File: config.mk
export PLATFORM = sky130hd
export DESIGN_NAME = sweep_sequencer
export DESIGN_NICKNAME = d
export VERILOG_FILES = /design/src/rtl/sweep_pkg.sv /design/src/rtl/sweep_sequencer_dwell_timer.sv /design/src/rtl/sweep_sequencer.sv
export SDC_FILE = /design/constraint.sdc
export NUM_CORES = 1
export LEC_CHECK = 0
export ABC_AREA = 1
export CORE_ASPECT_RATIO = 0.75
export CORE_MARGIN = 2
export CORE_UTILIZATION = 45
export DETAILED_ROUTE_END_ITERATION = 10
export GPL_TIMING_DRIVEN = 1
export SLEW_MARGIN = 0
export SYNTH_ARGS = -nofsm -noshare
export SYNTH_HDL_FRONTEND = slang
export SYNTH_HIERARCHICAL = 1
export SYNTH_SLANG_ARGS = --single-unit
File: constraint.sdc
create_clock -name clk -period 8.18 [get_ports clk]
set_clock_uncertainty 0.05 [all_clocks]
set_input_delay 0.818 -clock clk [delete_from_list [all_inputs] [get_ports clk]]
set_output_delay 0.818 -clock clk [all_outputs]
set_load 0.01 [all_outputs]
File: src/rtl/sweep_pkg.sv
// Shared state encoding and mode constants for the frequency sweep sequencer.
package sweep_pkg;

    typedef enum logic [1:0] {
        ST_IDLE  = 2'd0,
        ST_DWELL = 2'd1,
        ST_STEP  = 2'd2
    } state_t;

    localparam logic [1:0] MODE_SINGLE   = 2'd0;
    localparam logic [1:0] MODE_REPEAT   = 2'd1;
    localparam logic [1:0] MODE_PINGPONG = 2'd2;

    // The unused encoding 3 behaves exactly like single.
    function automatic logic [1:0] mode_norm(input logic [1:0] m);
        logic [1:0] r;
        case (m)
            MODE_REPEAT:   r = MODE_REPEAT;
            MODE_PINGPONG: r = MODE_PINGPONG;
            default:       r = MODE_SINGLE;
        endcase
        return r;
    endfunction

endpackage

File: src/rtl/sweep_sequencer_dwell_timer.sv
// Loadable down-counter that times how long the sequencer holds each frequency point.
module dwell_timer
    import sweep_pkg::*;
#(
    parameter int WL = 16
) (
    input  logic          clk,
    input  logic          rst_n,
    input  logic          srst,
    input  logic          load,
    input  logic [WL-1:0] load_val,
    input  logic          en,
    output logic          zero,
    output logic          last
);

    logic [WL-1:0] cnt_r;

    // Counter: clear, reload, or count down towards zero while enabled
    always_ff @(posedge clk or negedge rst_n) begin
        if (!rst_n) begin
            cnt_r <= '0;
        end else if (srst) begin
            cnt_r <= '0;
        end else if (load) begin
            cnt_r <= load_val;
        end else if (en && (cnt_r != '0)) begin
            cnt_r <= cnt_r - WL'(1);
        end else begin
            cnt_r <= cnt_r;
        end
    end

    assign zero = (cnt_r == '0);
    // last marks the decrement that expires the count
    assign last = (cnt_r == WL'(1));

endmodule

File: src/rtl/sweep_sequencer.sv
// Frequency sweep sequencer: walks a registered frequency word from start to stop,
// holding each point for a programmable dwell, in single, repeat or ping-pong mode.
module sweep_sequencer
    import sweep_pkg::*;
#(
    parameter int FREQ_WL  = 8,
    parameter int DWELL_WL = 16
) (
    input  logic                clk,
    input  logic                rst_n,
    input  logic                en,
    input  logic                start,
    input  logic                abort,
    input  logic [1:0]          mode,
    input  logic [FREQ_WL-1:0]  start_freq,
    input  logic [FREQ_WL-1:0]  stop_freq,
    input  logic [FREQ_WL-1:0]  step,
    input  logic [DWELL_WL-1:0] dwell,
    output logic [FREQ_WL-1:0]  freq,
    output logic                load,
    output logic                busy,
    output logic                done
);

    state_t state_r, state_s;

    logic [FREQ_WL-1:0]  freq_r, freq_s;
    logic                load_r, load_s;
    logic                done_r, done_s;
    logic [FREQ_WL-1:0]  start_r, stop_r, step_r;
    logic [FREQ_WL-1:0]  target_r, target_s, pp_target_s;
    logic [DWELL_WL-1:0] dwell_r, tmr_val_s;
    logic [1:0]          mode_r;
    logic                dir_up_r, dir_up_s;
    logic                capture_s, at_end_s;
    logic                tmr_load_s, tmr_dec_s, tmr_zero_s, tmr_last_s;

    // One step toward tgt in FREQ_WL+1 bits so overflow/underflow saturates at tgt.
    function automatic logic [FREQ_WL-1:0] step_toward(
        input logic [FREQ_WL-1:0] cur,
        input logic [FREQ_WL-1:0] stp,
        input logic [FREQ_WL-1:0] tgt,
        input logic               up
    );
        logic [FREQ_WL:0]   ext;
        logic [FREQ_WL-1:0] r;
        if (up) begin
            ext = {1'b0, cur} + {1'b0, stp};
            if (ext >= {1'b0, tgt}) begin
                r = tgt;
            end else begin
                r = ext[FREQ_WL-1:0];
            end
        end else begin
            ext = {1'b0, cur} - {1'b0, stp};
            if (ext[FREQ_WL] || (ext[FREQ_WL-1:0] <= tgt)) begin
                r = tgt;
            end else begin
                r = ext[FREQ_WL-1:0];
            end
        end
        return r;
    endfunction

    // A zero step is a one-point sweep, so it counts as already at the endpoint.
    assign at_end_s    = (freq_r == target_r) || (step_r == '0);
    assign pp_target_s = (target_r == stop_r) ? start_r : stop_r;

    // Next-state, next-output and timer control
    always_comb begin
        state_s    = state_r;
        freq_s     = freq_r;
        load_s     = 1'b0;
        done_s     = 1'b0;
        target_s   = target_r;
        dir_up_s   = dir_up_r;
        capture_s  = 1'b0;
        tmr_load_s = 1'b0;
        tmr_val_s  = dwell_r;
        tmr_dec_s  = 1'b0;
        if (abort) begin
            state_s = ST_IDLE;
        end else begin
            case (state_r)
                ST_IDLE: begin
                    if (start) begin
                        capture_s  = 1'b1;
                        freq_s     = start_freq;
                        load_s     = 1'b1;
                        target_s   = stop_freq;
                        dir_up_s   = (start_freq <= stop_freq);
                        tmr_load_s = 1'b1;
                        tmr_val_s  = dwell;
                        state_s    = (dwell == '0) ? ST_STEP : ST_DWELL;
                    end else begin
                        state_s = ST_IDLE;
                    end
                end
                ST_DWELL: begin
                    if (en) begin
                        tmr_dec_s = 1'b1;
                        state_s   = (tmr_last_s || tmr_zero_s) ? ST_STEP : ST_DWELL;
                    end else begin
                        state_s = ST_DWELL;
                    end
                end
                ST_STEP: begin
                    if (en) begin
                        load_s     = 1'b1;
                        tmr_load_s = 1'b1;
                        state_s    = (dwell_r == '0) ? ST_STEP : ST_DWELL;
                        if (!at_end_s) begin
                            freq_s = step_toward(freq_r, step_r, target_r, dir_up_r);
                        end else begin
                            case (mode_norm(mode_r))
                                MODE_REPEAT: begin
                                    freq_s   = start_r;
                                    target_s = stop_r;
                                    dir_up_s = (start_r <= stop_r);
                                end
                                MODE_PINGPONG: begin
                                    target_s = pp_target_s;
                                    dir_up_s = !dir_up_r;
                                    freq_s   = step_toward(freq_r, step_r, pp_target_s, !dir_up_r);
                                end
                                default: begin
                                    state_s    = ST_IDLE;
                                    load_s     = 1'b0;
                                    tmr_load_s = 1'b0;
                                    done_s     = 1'b1;
                                end
                            endcase
                        end
                    end else begin
                        state_s = ST_STEP;
                    end
                end
                default: begin
                    state_s = ST_IDLE;
                end
            endcase
        end
    end

    // State, output and shadow configuration registers
    always_ff @(posedge clk or negedge rst_n) begin
        if (!rst_n) begin
            state_r  <= ST_IDLE;
            freq_r   <= '0;
            load_r   <= 1'b0;
            done_r   <= 1'b0;
            target_r <= '0;
            dir_up_r <= 1'b0;
            start_r  <= '0;
            stop_r   <= '0;
            step_r   <= '0;
            dwell_r  <= '0;
            mode_r   <= 2'd0;
        end else begin
            state_r  <= state_s;
            freq_r   <= freq_s;
            load_r   <= load_s;
            done_r   <= done_s;
            target_r <= target_s;
            dir_up_r <= dir_up_s;
            if (capture_s) begin
                start_r <= start_freq;
                stop_r  <= stop_freq;
                step_r  <= step;
                dwell_r <= dwell;
                mode_r  <= mode;
            end
        end
    end

    dwell_timer #(
        .WL (DWELL_WL)
    ) u_dwell_timer (
        .clk      (clk),
        .rst_n    (rst_n),
        .srst     (abort),
        .load     (tmr_load_s),
        .load_val (tmr_val_s),
        .en       (tmr_dec_s),
        .zero     (tmr_zero_s),
        .last     (tmr_last_s)
    );

    assign freq = freq_r;
    assign load = load_r;
    assign done = done_r;
    assign busy = (state_r != ST_IDLE);

endmodule

==> results of run 1 <==
## per-stage QoR
step	utilization	cells	hold slack, ns	worst slack, ns	cell area (um2)
floorplan	-	1111	0.4079	5.122	7521
global placement	0.5098	1351	0.4298	4.425	8240
detailed placement	0.5098	1351	0.4372	4.448	8240
CTS	0.5286	1367	0.2721	4.426	8546
global route	0.5286	1367	0.2736	4.106	8546
finish	0.5286	1367	0.2735	4.324	8546
## worst max-delay path by stage
| stage | slack [ns] | cells past startpoint | endpoint | startpoint |
|---|---|---|---|---|
| after floorplan | 5.12 | 22 | freq[7] | freq[0] |
| after global placement | 4.42 | 20 | freq[2] | freq[4] |
| after detailed placement | 4.45 | 20 | freq[2] | freq[5] |
| after CTS | 4.43 | 20 | freq[2] | freq[4] |
| after global routing | 4.11 | 21 | freq[7] | freq[2] |
| final | 4.32 | 21 | freq[2] | freq[2] |
## kinds of logic (layout without fill, tap and decap cells)
group / Yosys count / in the layout / share of synthesized area
AND/OR/NAND/NOR: 590 / 590 / 0.3675
AO/OA/AOI/OAI: 162 / 162 / 0.1236
buffers and inverters: 186 / 232 / 0.09732
adder cells (fa/ha/maj): 70 / 70 / 0.1185
multiplexers: 7 / 7 / 0.01048
flip-flops: 79 / 79 / 0.2629
XOR/XNOR: 17 / 17 / 0.01980
## per-layer routing
layer  global-route usage  part of all wire  vias to the layer above
li1                     -                 -                     3698
met1               0.4468              0.52                     3416
met2               0.3726              0.37                      303
met3              0.07105             0.097                       25
met4              0.04938             0.011                        0
met5                    0                 0                        -
## cells in the final DEF (no fill, tap or decap), types with 2 or more instances in the layout
cell type and n:
inv_6 2, fa_1 2, inv_2 20, nand4_4 2, a21oi_2 10, nand2_1 297
o21ai_1 21, dfrtp_1 79, o21ai_0 53, nand2_4 9, nor2_4 6, nor4_1 4
nor2_1 89, nor3_1 7, nor2_8 2, o21bai_1 8, inv_1 132, mux2_2 7
a21oi_1 49, nand3_1 97, nand2_2 24, nand4_1 25, clkdlybuf4s50_1 56, clkinv_2 2
o22ai_1 4, o21ai_2 2, ha_1 68, xnor2_1 5, clkbuf_16 9, nand3b_1 9
xor2_1 12, or2_2 6, o211ai_1 8, nor2_2 7, buf_4 5
## registers in the layout, indices dropped and copies added, names as in the netlist
name / count
freq: 8
mode_r: 2
stop_r: 8
start_r: 8
dwell_r: 16
step_r: 8
u_dwell_timer/cnt_r: 16
done: 1
target_r: 8
state_r: 2
dir_up_r: 1
load: 1
## worst register-to-register path, stage by stage, from the launching register on
cell	delay [ns]
dfrtp_1	0.45
ha_1	0.49
nand2_1	0.11
inv_2	0.07
nand2_1	0.04
nand2_1	0.09
xor2_1	0.46
inv_1	0.16
ha_1	0.33
nand2_1	0.06
inv_1	0.07
nand2_1	0.05
nand2_1	0.06
nand2_1	0.06
a21boi_1	0.55
nand3_1	0.13
nand3_1	0.12
nand2_1	0.06
nand2_1	0.05
nand3_1	0.12
nand2_1	0.12
a21oi_2	0.05
## power by group through the flow
stage | Sequential, mW | Clock [mW] | Combinational, mW
floorplan | 0.634 | 0 | 2.10
global placement | 0.696 | 0 | 2.83
detailed placement | 0.697 | 0 | 2.82
CTS | 0.690 | 0.432 | 2.84
global route | 0.714 | 0.447 | 3.26
finish | 0.695 | 0.425 | 2.90
## area by class of cell
cell class / count / area share
sequential: 79 / 0.2313
inverter: 155 / 0.06852
multi-input combinational: 846 / 0.5637
timing repair buffer: 61 / 0.06999
clock inverter: 7 / 0.009370
clock buffer: 9 / 0.02635
tap: 210 / 0.03075
==> flow_metrics.py, run 1 <==
metrics = {
    "synthesis": {
        "synth-seq-area-share": 0.2629,
        "yosysTopAreaCellShare": 0.2629,
        "ys_types": 51,
        "synth.avg_cell_area_um2": 6.770,
        "async_reset_ff_frac": 1.000,
        "synth_cells": 1111,
        "synth_area_mm2": 0.007521,
        "synth_top_area_cell": "dfrtp_1",
        "ys_ff_latch": 79,
        "syn_nets": 1228,
        "synth_edf_count": 0,
        "netlist_top_cells_area": "dfrtp_1 26%, nand2_1 15%, ha_1 11%",
        "synth_ff_type": "dfrtp_1",
        "synth_common_cells": "298 x nand2_1, 132 x inv_1, 97 x nand3_1",
        "yosysWarnings": 6,
        "yosysMostFrequentCell": "nand2_1",
    },
    "floorplan": {
        "die_w_um": 153.3,
        "rows": 40,
        "core_area_mm2": 0.01617,
        "die_h_um": 116.0,
        "start_util": 0.4652,
        "ios": 58,
        "dieArea_mm2": 0.01777,
    },
    "global_routing": {
        "grt_max_degree": 94,
        "grt_pass1_wl_mm": 38.16,
        "gr-usage-all-layers": 0.2791,
        "grt_pass1_vias": 6758,
        "overflow": 0,
        "antenna_found_initial": 0,
    },
    "timing": {
        "final.period_utilization": 0.4714,
        "hold_viol_final": 0,
        "tns_ns": 0,
        "setup_viol": 0,
        "fmax_mhz": 259.3,
        "min_period_ns": 3.856,
        "max_slew_margin": 0.2897,
        "grt_setup_unrepaired": "false",
        "drv_slew": 0,
        "worst_pin_slew_ns": 1.056,
    },
    "cells_and_area": {
        "fillCellCount": 1636,
        "layout.area.seq_mm2": 0.001977,
        "area_delta_synth_final_pct": 13.63,
        "final_nets": 1269,
        "drive_above_1_share": 0.1054,
        "antenna_cells": 0,
        "multi_input_comb_area_mm2": 0.004817,
    },
    "pwr": {
        "p_sw_mw": 2.286,
        "powerDensity_mw_per_mm2": 470.9,
        "p_leak_nw": 4.387,
        "swShare": 0.5680,
        "clockPowerShare": 0.106,
        "power_frac_comb": 0.722,
        "intPower_mw": 1.738,
        "ir_drop_mv": 0.1708,
        "sequentialPowerShare": 0.173,
        "fin_total_pwr_mw": 4.024,
    },
    "detailed_routing": {
        "drc": 0,
        "wl_per_cell_um": 17.83,
        "vias": 7442,
        "via_per_inst": 5.444,
        "drt_first_pass_iters": 6,
        "drt-initial-drc-count": 679,
        "antenna_left": 0,
        "wirelength_mm": 24.37,
    },
    "worst_setup_path": {
        "start_kind": "flip-flop",
        "slowest_delay_ns": 0.55,
        "crit_chain": "ha_1 -> nand2_1 -> inv_2 -> nand2_1 -> nand2_1 -> xor2_1 -> inv_1 -> ha_1 -> nand2_1 -> inv_1 -> nand2_1 -> nand2_1 -> nand2_1 -> a21boi_1 -> nand3_1 -> nand3_1 -> nand2_1 -> nand2_1 -> nand3_1 -> nand2_1 -> a21oi_2",
        "worstReg2RegEnd": "freq[2]",
        "cp-end-kind": "flip-flop",
        "cp_num_buf_inv": 3,
        "reg2reg_depth": 21,
        "cp.required_ns": 8.36,
        "crit_path_top_delay_cell": "a21boi_1",
        "path_max_fanout": 9,
        "cp_data_arrival_time_ns": 4.03,
        "r2r_start": "freq[2]",
        "path_delay_family": "simple AND/OR/NAND/NOR gates",
        "r2r_setup_slack_ns": 4.32,
        "crit_top_cell": "nand2_1",
        "critPathKind": "reg2reg",
    },
    "clock_tree": {
        "cts_buffers": 9,
        "cts_resized": 0,
        "htree_levels": 3,
        "root_buffer": "clkbuf_16",
        "postCtsSetupBuffers": 0,
        "cts_sinks": 79,
        "clk_pin_slew_ns": 0.06,
        "cts_max_path_buffers": 2,
        "cts_tree": "built",
        "clk_latency_ns": 0.35,
        "ctsHoldBuffers": 0,
    },
    "hold_path": {
        "hp-class": "in2async",
    },
    "run": {
        "max_cap_violations": 0,
    },
    "placed_design": {
        "io_buffers": 57,
        "routabilityCongestion": 1.034,
        "dp_hpwl_mm": 18.98,
    },
    "status": {
        "status": "finished, final reports clean",
    },
}
Note: power is estimated with default switching activity, not from simulation.
==> run 2, diff against run 1 <==
- clock period: 8.18 -> 3.8 ns (I/O delays scaled with it)
==> run 2 against run 1 <==
Power grew 120%; global-route usage shrank 0.25 points; critical endpoint is now freq[1]; critical path type unchanged; first-iteration DRC count grew 14%; die area is the same; largest power group unchanged; hold slack lost 0.23 ns; sequential share of layout area shrank 0.35 points; clock power grew 120%; critical path depth grew 3; register-to-register slack lost 4.1 ns; core utilization grew 0.80 points; largest cell class unchanged; via count shrank 0.93%; maximum frequency grew 9.0%.
==> flow_metrics.py, run 2 (synthesized netlist as in run 1, its figures left out) <==
metrics = {
    "pwr": {
        "intPower_mw": 3.886,
        "sequentialPowerShare": 0.167,
        "swShare": 0.5561,
        "clockPowerShare": 0.105,
        "ir_drop_mv": 0.4198,
        "power_frac_comb": 0.729,
        "p_sw_mw": 4.869,
        "fin_total_pwr_mw": 8.755,
        "powerDensity_mw_per_mm2": 1009,
        "p_leak_nw": 4.463,
    },
    "timing": {
        "hold_viol_final": 0,
        "hold_slack_ns": 0.04693,
        "worst_pin_slew_ns": 1.001,
        "min_period_ns": 3.537,
        "drv_slew": 0,
        "setup_viol": 0,
        "final.period_utilization": 0.9309,
        "max_slew_margin": 0.3263,
        "tns_ns": 0,
        "fmax_mhz": 282.7,
        "grt_setup_unrepaired": "false",
    },
    "detailed_routing": {
        "drt_first_pass_iters": 5,
        "drc": 0,
        "drt-initial-drc-count": 775,
        "antenna_left": 0,
        "wirelength_mm": 24.28,
        "vias": 7373,
        "via_per_inst": 5.331,
        "wl_per_cell_um": 17.56,
    },
    "clock_tree": {
        "root_buffer": "clkbuf_16",
        "postCtsSetupBuffers": 0,
        "cts_sinks": 79,
        "htree_levels": 3,
        "cts_buffers": 9,
        "cts_max_path_buffers": 2,
        "clk_pin_slew_ns": 0.06,
        "clk_latency_ns": 0.34,
        "cts_tree": "built",
    },
    "floorplan": {
        "ios": 58,
        "die_h_um": 116.0,
        "die_w_um": 153.3,
        "rows": 40,
        "dieArea_mm2": 0.01777,
        "core_area_mm2": 0.01617,
        "start_util": 0.4652,
    },
    "worst_setup_path": {
        "start_kind": "flip-flop",
        "slowest_delay_ns": 0.46,
        "path_max_fanout": 9,
        "crit_top_cell": "nand2_1",
        "crit_chain": "inv_1 -> ha_1 -> nand2_1 -> inv_2 -> nand2_1 -> nand2_1 -> nand2_1 -> nand2_1 -> nand2_1 -> nand2_1 -> inv_1 -> ha_1 -> nand2_1 -> nor2_1 -> nand4_1 -> a21boi_1 -> buf_4 -> nand3_1 -> nand3_1 -> nand2_1 -> nand2_1 -> nand3_1 -> nand2_1 -> a21oi_2",
        "cp-end-kind": "flip-flop",
        "cp_num_buf_inv": 4,
        "critPathKind": "reg2reg",
        "crit_path_top_delay_cell": "ha_1",
        "cp.required_ns": 4.02,
        "cp_data_arrival_time_ns": 3.75,
        "path_delay_family": "simple AND/OR/NAND/NOR gates",
    },
    "cells_and_area": {
        "final_cell_mix": "297 x nand2_1, 132 x inv_1, 97 x nand3_1",
        "antenna_cells": 0,
        "final_nets": 1285,
        "fin_util": 0.5367,
        "drive_above_1_share": 0.1194,
        "layout_commonest_cell": "nand2_1",
        "area_delta_synth_final_pct": 15.36,
        "stdcell_count": 1383,
        "reg_top3": "dwell_r: 16 flops, u_dwell_timer/cnt_r: 16 flops",
    },
    "global_routing": {
        "gr-usage-all-layers": 0.2766,
        "grt_pass1_vias": 6704,
        "overflow": 0,
        "grt_pass1_wl_mm": 37.88,
        "antenna_found_initial": 0,
        "grt_max_degree": 56,
    },
    "status": {
        "status": "finished, final reports clean",
    },
    "placed_design": {
        "dp_cells": 1367,
        "routabilityCongestion": 0.9872,
        "dp_hpwl_mm": 19.27,
        "io_buffers": 57,
    },
    "run": {
        "max_cap_violations": 0,
    },
    "hold_path": {
        "hp-class": "in2async",
    },
}
## run 2: cell count changes in the layout (fill, tap and decap cells not counted)
cell      change
buf_4        +16
clkbuf_8      +1
clkinv_4      +1
ha_1          -1
ha_2          +1
inv_6         -1
inv_8         -1
nor3_1        -1
nor3_2        +1
## run 2: layout make-up
class                      count  area [um2]
fill                        1597        7490
multi-input combinational    846        4825
sequential                    79        1977
timing repair buffer          77       718.2
inverter                     155       585.6
tap                          210       262.8
clock buffer                  10       239.0
clock inverter                 6       68.82
## run 2: metal layers
| metal | GRT usage | part of all wire |
|---|---|---|
| met5 | 0 | 0 |
| met4 | 0.03827 | 0.0054 |
| met3 | 0.06395 | 0.089 |
| met2 | 0.3688 | 0.38 |
| met1 | 0.4508 | 0.53 |
## run 2: power by group through the flow
| stage | Sequential [mW] | Combinational [mW] | Clock, mW |
|---|---|---|---|
| after floorplan | 1.36 | 4.53 | 0 |
| after global placement | 1.46 | 6.23 | 0 |
| after detailed placement | 1.46 | 6.21 | 0 |
| after CTS | 1.45 | 6.25 | 0.934 |
| after global routing | 1.49 | 7.11 | 0.964 |
| final | 1.46 | 6.38 | 0.915 |
## run 2: path summary, 6_finish.rpt
| check | startpoint | to | slack [ns] | depth (start not counted) |
|---|---|---|---|---|
| hold / removal | rst_n | step_r[2] | 0.05 | 1 |
| setup reg to reg | step_r[2] | freq[1] | 0.26 | 24 |
| hold reg to reg | dwell_r[5] | dwell_r[5] | 0.45 | 2 |
| max in group asynchronous | rst_n | dwell_r[12] | 2.77 | 2 |
| min in group clk | dwell_r[5] | dwell_r[5] | 0.45 | 2 |
| setup / recovery | step_r[2] | freq[1] | 0.26 | 24 |
## run 2: what timing repair did
action / 4_1_cts / 5_1_grt
gates resized for setup: 0 / 2
hold buffers: 0 / 0
endpoints found under the setup margin: 0 / 8
## run 2: through the flow
| stage | area (um2) | setup slack, ns |
|---|---|---|
| after global placement | 8361 | 0.2770 |
| final | 8676 | 0.2625 |
| after floorplan | 7521 | 0.7417 |
| after CTS | 8668 | 0.3030 |
| after detailed placement | 8361 | 0.3283 |
| after global routing | 8676 | 0.02759 |
## run 2: worst reg2reg max path: stages, from the launching register on
cell and delay [ns]:
dfrtp_1 0.37, inv_1 0.07, ha_1 0.46, nand2_1 0.12
inv_2 0.07, nand2_1 0.05, nand2_1 0.11, nand2_1 0.08
nand2_1 0.06, nand2_1 0.05, nand2_1 0.20, inv_1 0.10
ha_1 0.30, nand2_1 0.09, nor2_1 0.15, nand4_1 0.14
a21boi_1 0.17, buf_4 0.17, nand3_1 0.07, nand3_1 0.11
nand2_1 0.12, nand2_1 0.05, nand3_1 0.11, nand2_1 0.08
a21oi_2 0.12
==> run 3, diff against run 2 <==
- CORE_ASPECT_RATIO: 0.75 -> not set
- PLACE_DENSITY: not set -> 0.68
==> run 3 against run 2 <==
Die area barely moved; combinational power down 2%; largest power group unchanged; sequential power about the same; maximum frequency shrank 0.62%; first-iteration DRC count down 11%; critical endpoint is now freq[3]; cell count is 0.36% higher; via count grew 2.2%.
==> flow_metrics.py, run 3 (synthesized netlist as in run 1, its figures left out) <==
metrics = {
    "status": {
        "status": "finished, final reports clean",
    },
    "hold_path": {
        "hp-class": "in2async",
    },
    "global_routing": {
        "grt_max_degree": 58,
        "grt_pass1_vias": 7095,
        "gr-usage-all-layers": 0.2644,
        "antenna_found_initial": 0,
        "grt_pass1_wl_mm": 37.16,
        "overflow": 0,
    },
    "detailed_routing": {
        "wl_per_cell_um": 16.54,
        "drc": 0,
        "drt_first_pass_iters": 5,
        "via_per_inst": 5.427,
        "antenna_left": 0,
        "drt-initial-drc-count": 690,
        "wirelength_mm": 22.95,
        "vias": 7533,
    },
    "pwr": {
        "swShare": 0.5488,
        "power_frac_comb": 0.722,
        "ir_drop_mv": 0.3616,
        "fin_total_pwr_mw": 8.691,
        "p_sw_mw": 4.770,
        "clockPowerShare": 0.112,
        "intPower_mw": 3.921,
        "sequentialPowerShare": 0.167,
        "p_leak_nw": 4.452,
        "powerDensity_mw_per_mm2": 1002,
    },
    "clock_tree": {
        "ctsHoldBuffers": 0,
        "cts_sinks": 79,
        "cts_tree": "built",
        "postCtsSetupBuffers": 0,
        "cts_buffers": 9,
        "clk_pin_slew_ns": 0.06,
        "htree_levels": 3,
        "cts_max_path_buffers": 2,
        "clk_latency_ns": 0.35,
        "root_buffer": "clkbuf_16",
    },
    "worst_setup_path": {
        "crit_path_top_delay_cell": "ha_1",
        "r2r_start": "freq[5]",
        "critPathCapture": "freq[3]",
        "cp_data_arrival_time_ns": 3.79,
        "r2r_setup_slack_ns": 0.24,
        "crit_chain": "ha_1 -> nor2_1 -> nand3_1 -> nand3_1 -> nand2_1 -> nand2_1 -> inv_1 -> ha_1 -> nand2_1 -> nor2_1 -> nand2_1 -> nand4_1 -> nor2_4 -> nand2_4 -> nand2_1 -> nand3_1 -> nand2_1 -> nand2_1 -> nand3_1 -> nand2_1 -> a21oi_2",
        "start_kind": "flip-flop",
        "cp-end-kind": "flip-flop",
        "worstReg2RegEnd": "freq[3]",
        "reg2reg_depth": 21,
        "slowest_delay_ns": 0.45,
        "startpoint": "freq[5]",
        "critPathKind": "reg2reg",
        "cp.required_ns": 4.03,
        "path_max_fanout": 9,
        "crit_top_cell": "nand2_1",
    },
    "cells_and_area": {
        "final_nets": 1280,
        "final_cell_mix": "295 x nand2_1, 132 x inv_1, 97 x nand3_1",
        "antenna_cells": 0,
        "area_delta_synth_final_pct": 15.36,
        "finish.instance_area_mm2": 0.008676,
        "reg_top3": "dwell_r: 16 flops, u_dwell_timer/cnt_r: 16 flops",
        "drive_above_1_share": 0.1173,
        "fin_util": 0.5269,
        "stdcell_count": 1388,
        "layout_commonest_cell": "nand2_1",
    },
    "timing": {
        "drv_slew": 0,
        "setup_viol": 0,
        "hold_slack_ns": 0.04576,
        "min_period_ns": 3.559,
        "max_slew_margin": 0.4420,
        "fin_ws_ns": 0.2406,
        "hold_viol_final": 0,
        "grt_setup_unrepaired": "false",
        "worst_pin_slew_ns": 0.8341,
        "tns_ns": 0,
        "final.period_utilization": 0.9367,
        "fmax_mhz": 280.9,
    },
    "run": {
        "max_cap_violations": 0,
    },
    "placed_design": {
        "dp_hpwl_mm": 18.07,
        "routabilityCongestion": 0.9833,
        "place_ws_ns": 0.2964,
        "dp_cells": 1372,
        "post_dp_cell_area_mm2": 0.008335,
        "io_buffers": 57,
    },
    "floorplan": {
        "rows": 47,
        "die_h_um": 133.3,
        "ios": 58,
        "dieArea_mm2": 0.01776,
        "start_util": 0.4568,
        "core_area_mm2": 0.01647,
        "die_w_um": 133.3,
    },
}
run 3: worst min-delay path by stage:
stage,end,slack [ns],depth (start not counted)
after CTS,step_r[1],0.09,1
after detailed placement,dwell_r[9],0.43,2
after global routing,step_r[1],0.10,1
final,step_r[1],0.05,1
after global placement,dwell_r[9],0.43,2
after floorplan,dir_up_r,0.03,0
run 3: critical path, delay by kind of cell, from the launching register on:
family                     cells  cell delay [ns]
AOI/OAI and AO/OA              1             0.11
buffers and inverters          1             0.10
adders and majority gates      2             0.75
and+or+nand+nor               17             2.02
DFF                            1             0.43
run 3: power groups by stage:
stage / logic (mW) / registers (mW) / clock network [mW]
floorplan: 4.53 / 1.36 / 0
global placement: 6.01 / 1.45 / 0
detailed placement: 6.11 / 1.45 / 0
CTS: 6.15 / 1.44 / 0.982
global route: 7.04 / 1.48 / 1.02
finish: 6.27 / 1.45 / 0.970
run 3: timing repair:
| item | CTS | global route |
|---|---|---|
| setup endpoints to repair | 0 | 8 |
| resized for setup | 0 | 4 |
| endpoints found under the hold margin | 0 | 0 |
run 3: layer usage:
metal | up-vias | global-route usage | routed length (um)
li1 | 3718 | - | -
met1 | 3486 | 0.3630 | 10300
met2 | 282 | 0.4270 | 10560
met3 | 47 | 0.03919 | 1386
met4 | 0 | 0.09102 | 698
met5 | - | 0 | 0
run 3: cell type report:
| cell class | instances | area (um2) |
|---|---|---|
| Clock buffer | 10 | 239.0 |
| Timing Repair Buffer | 72 | 680.7 |
| Tap cell | 220 | 275.3 |
| Sequential cell | 79 | 1977 |
| Inverter | 155 | 585.6 |
| Fill cell | 1696 | 7790 |
| Multi-Input combinational cell | 846 | 4827 |
| Clock inverter | 6 | 91.34 |
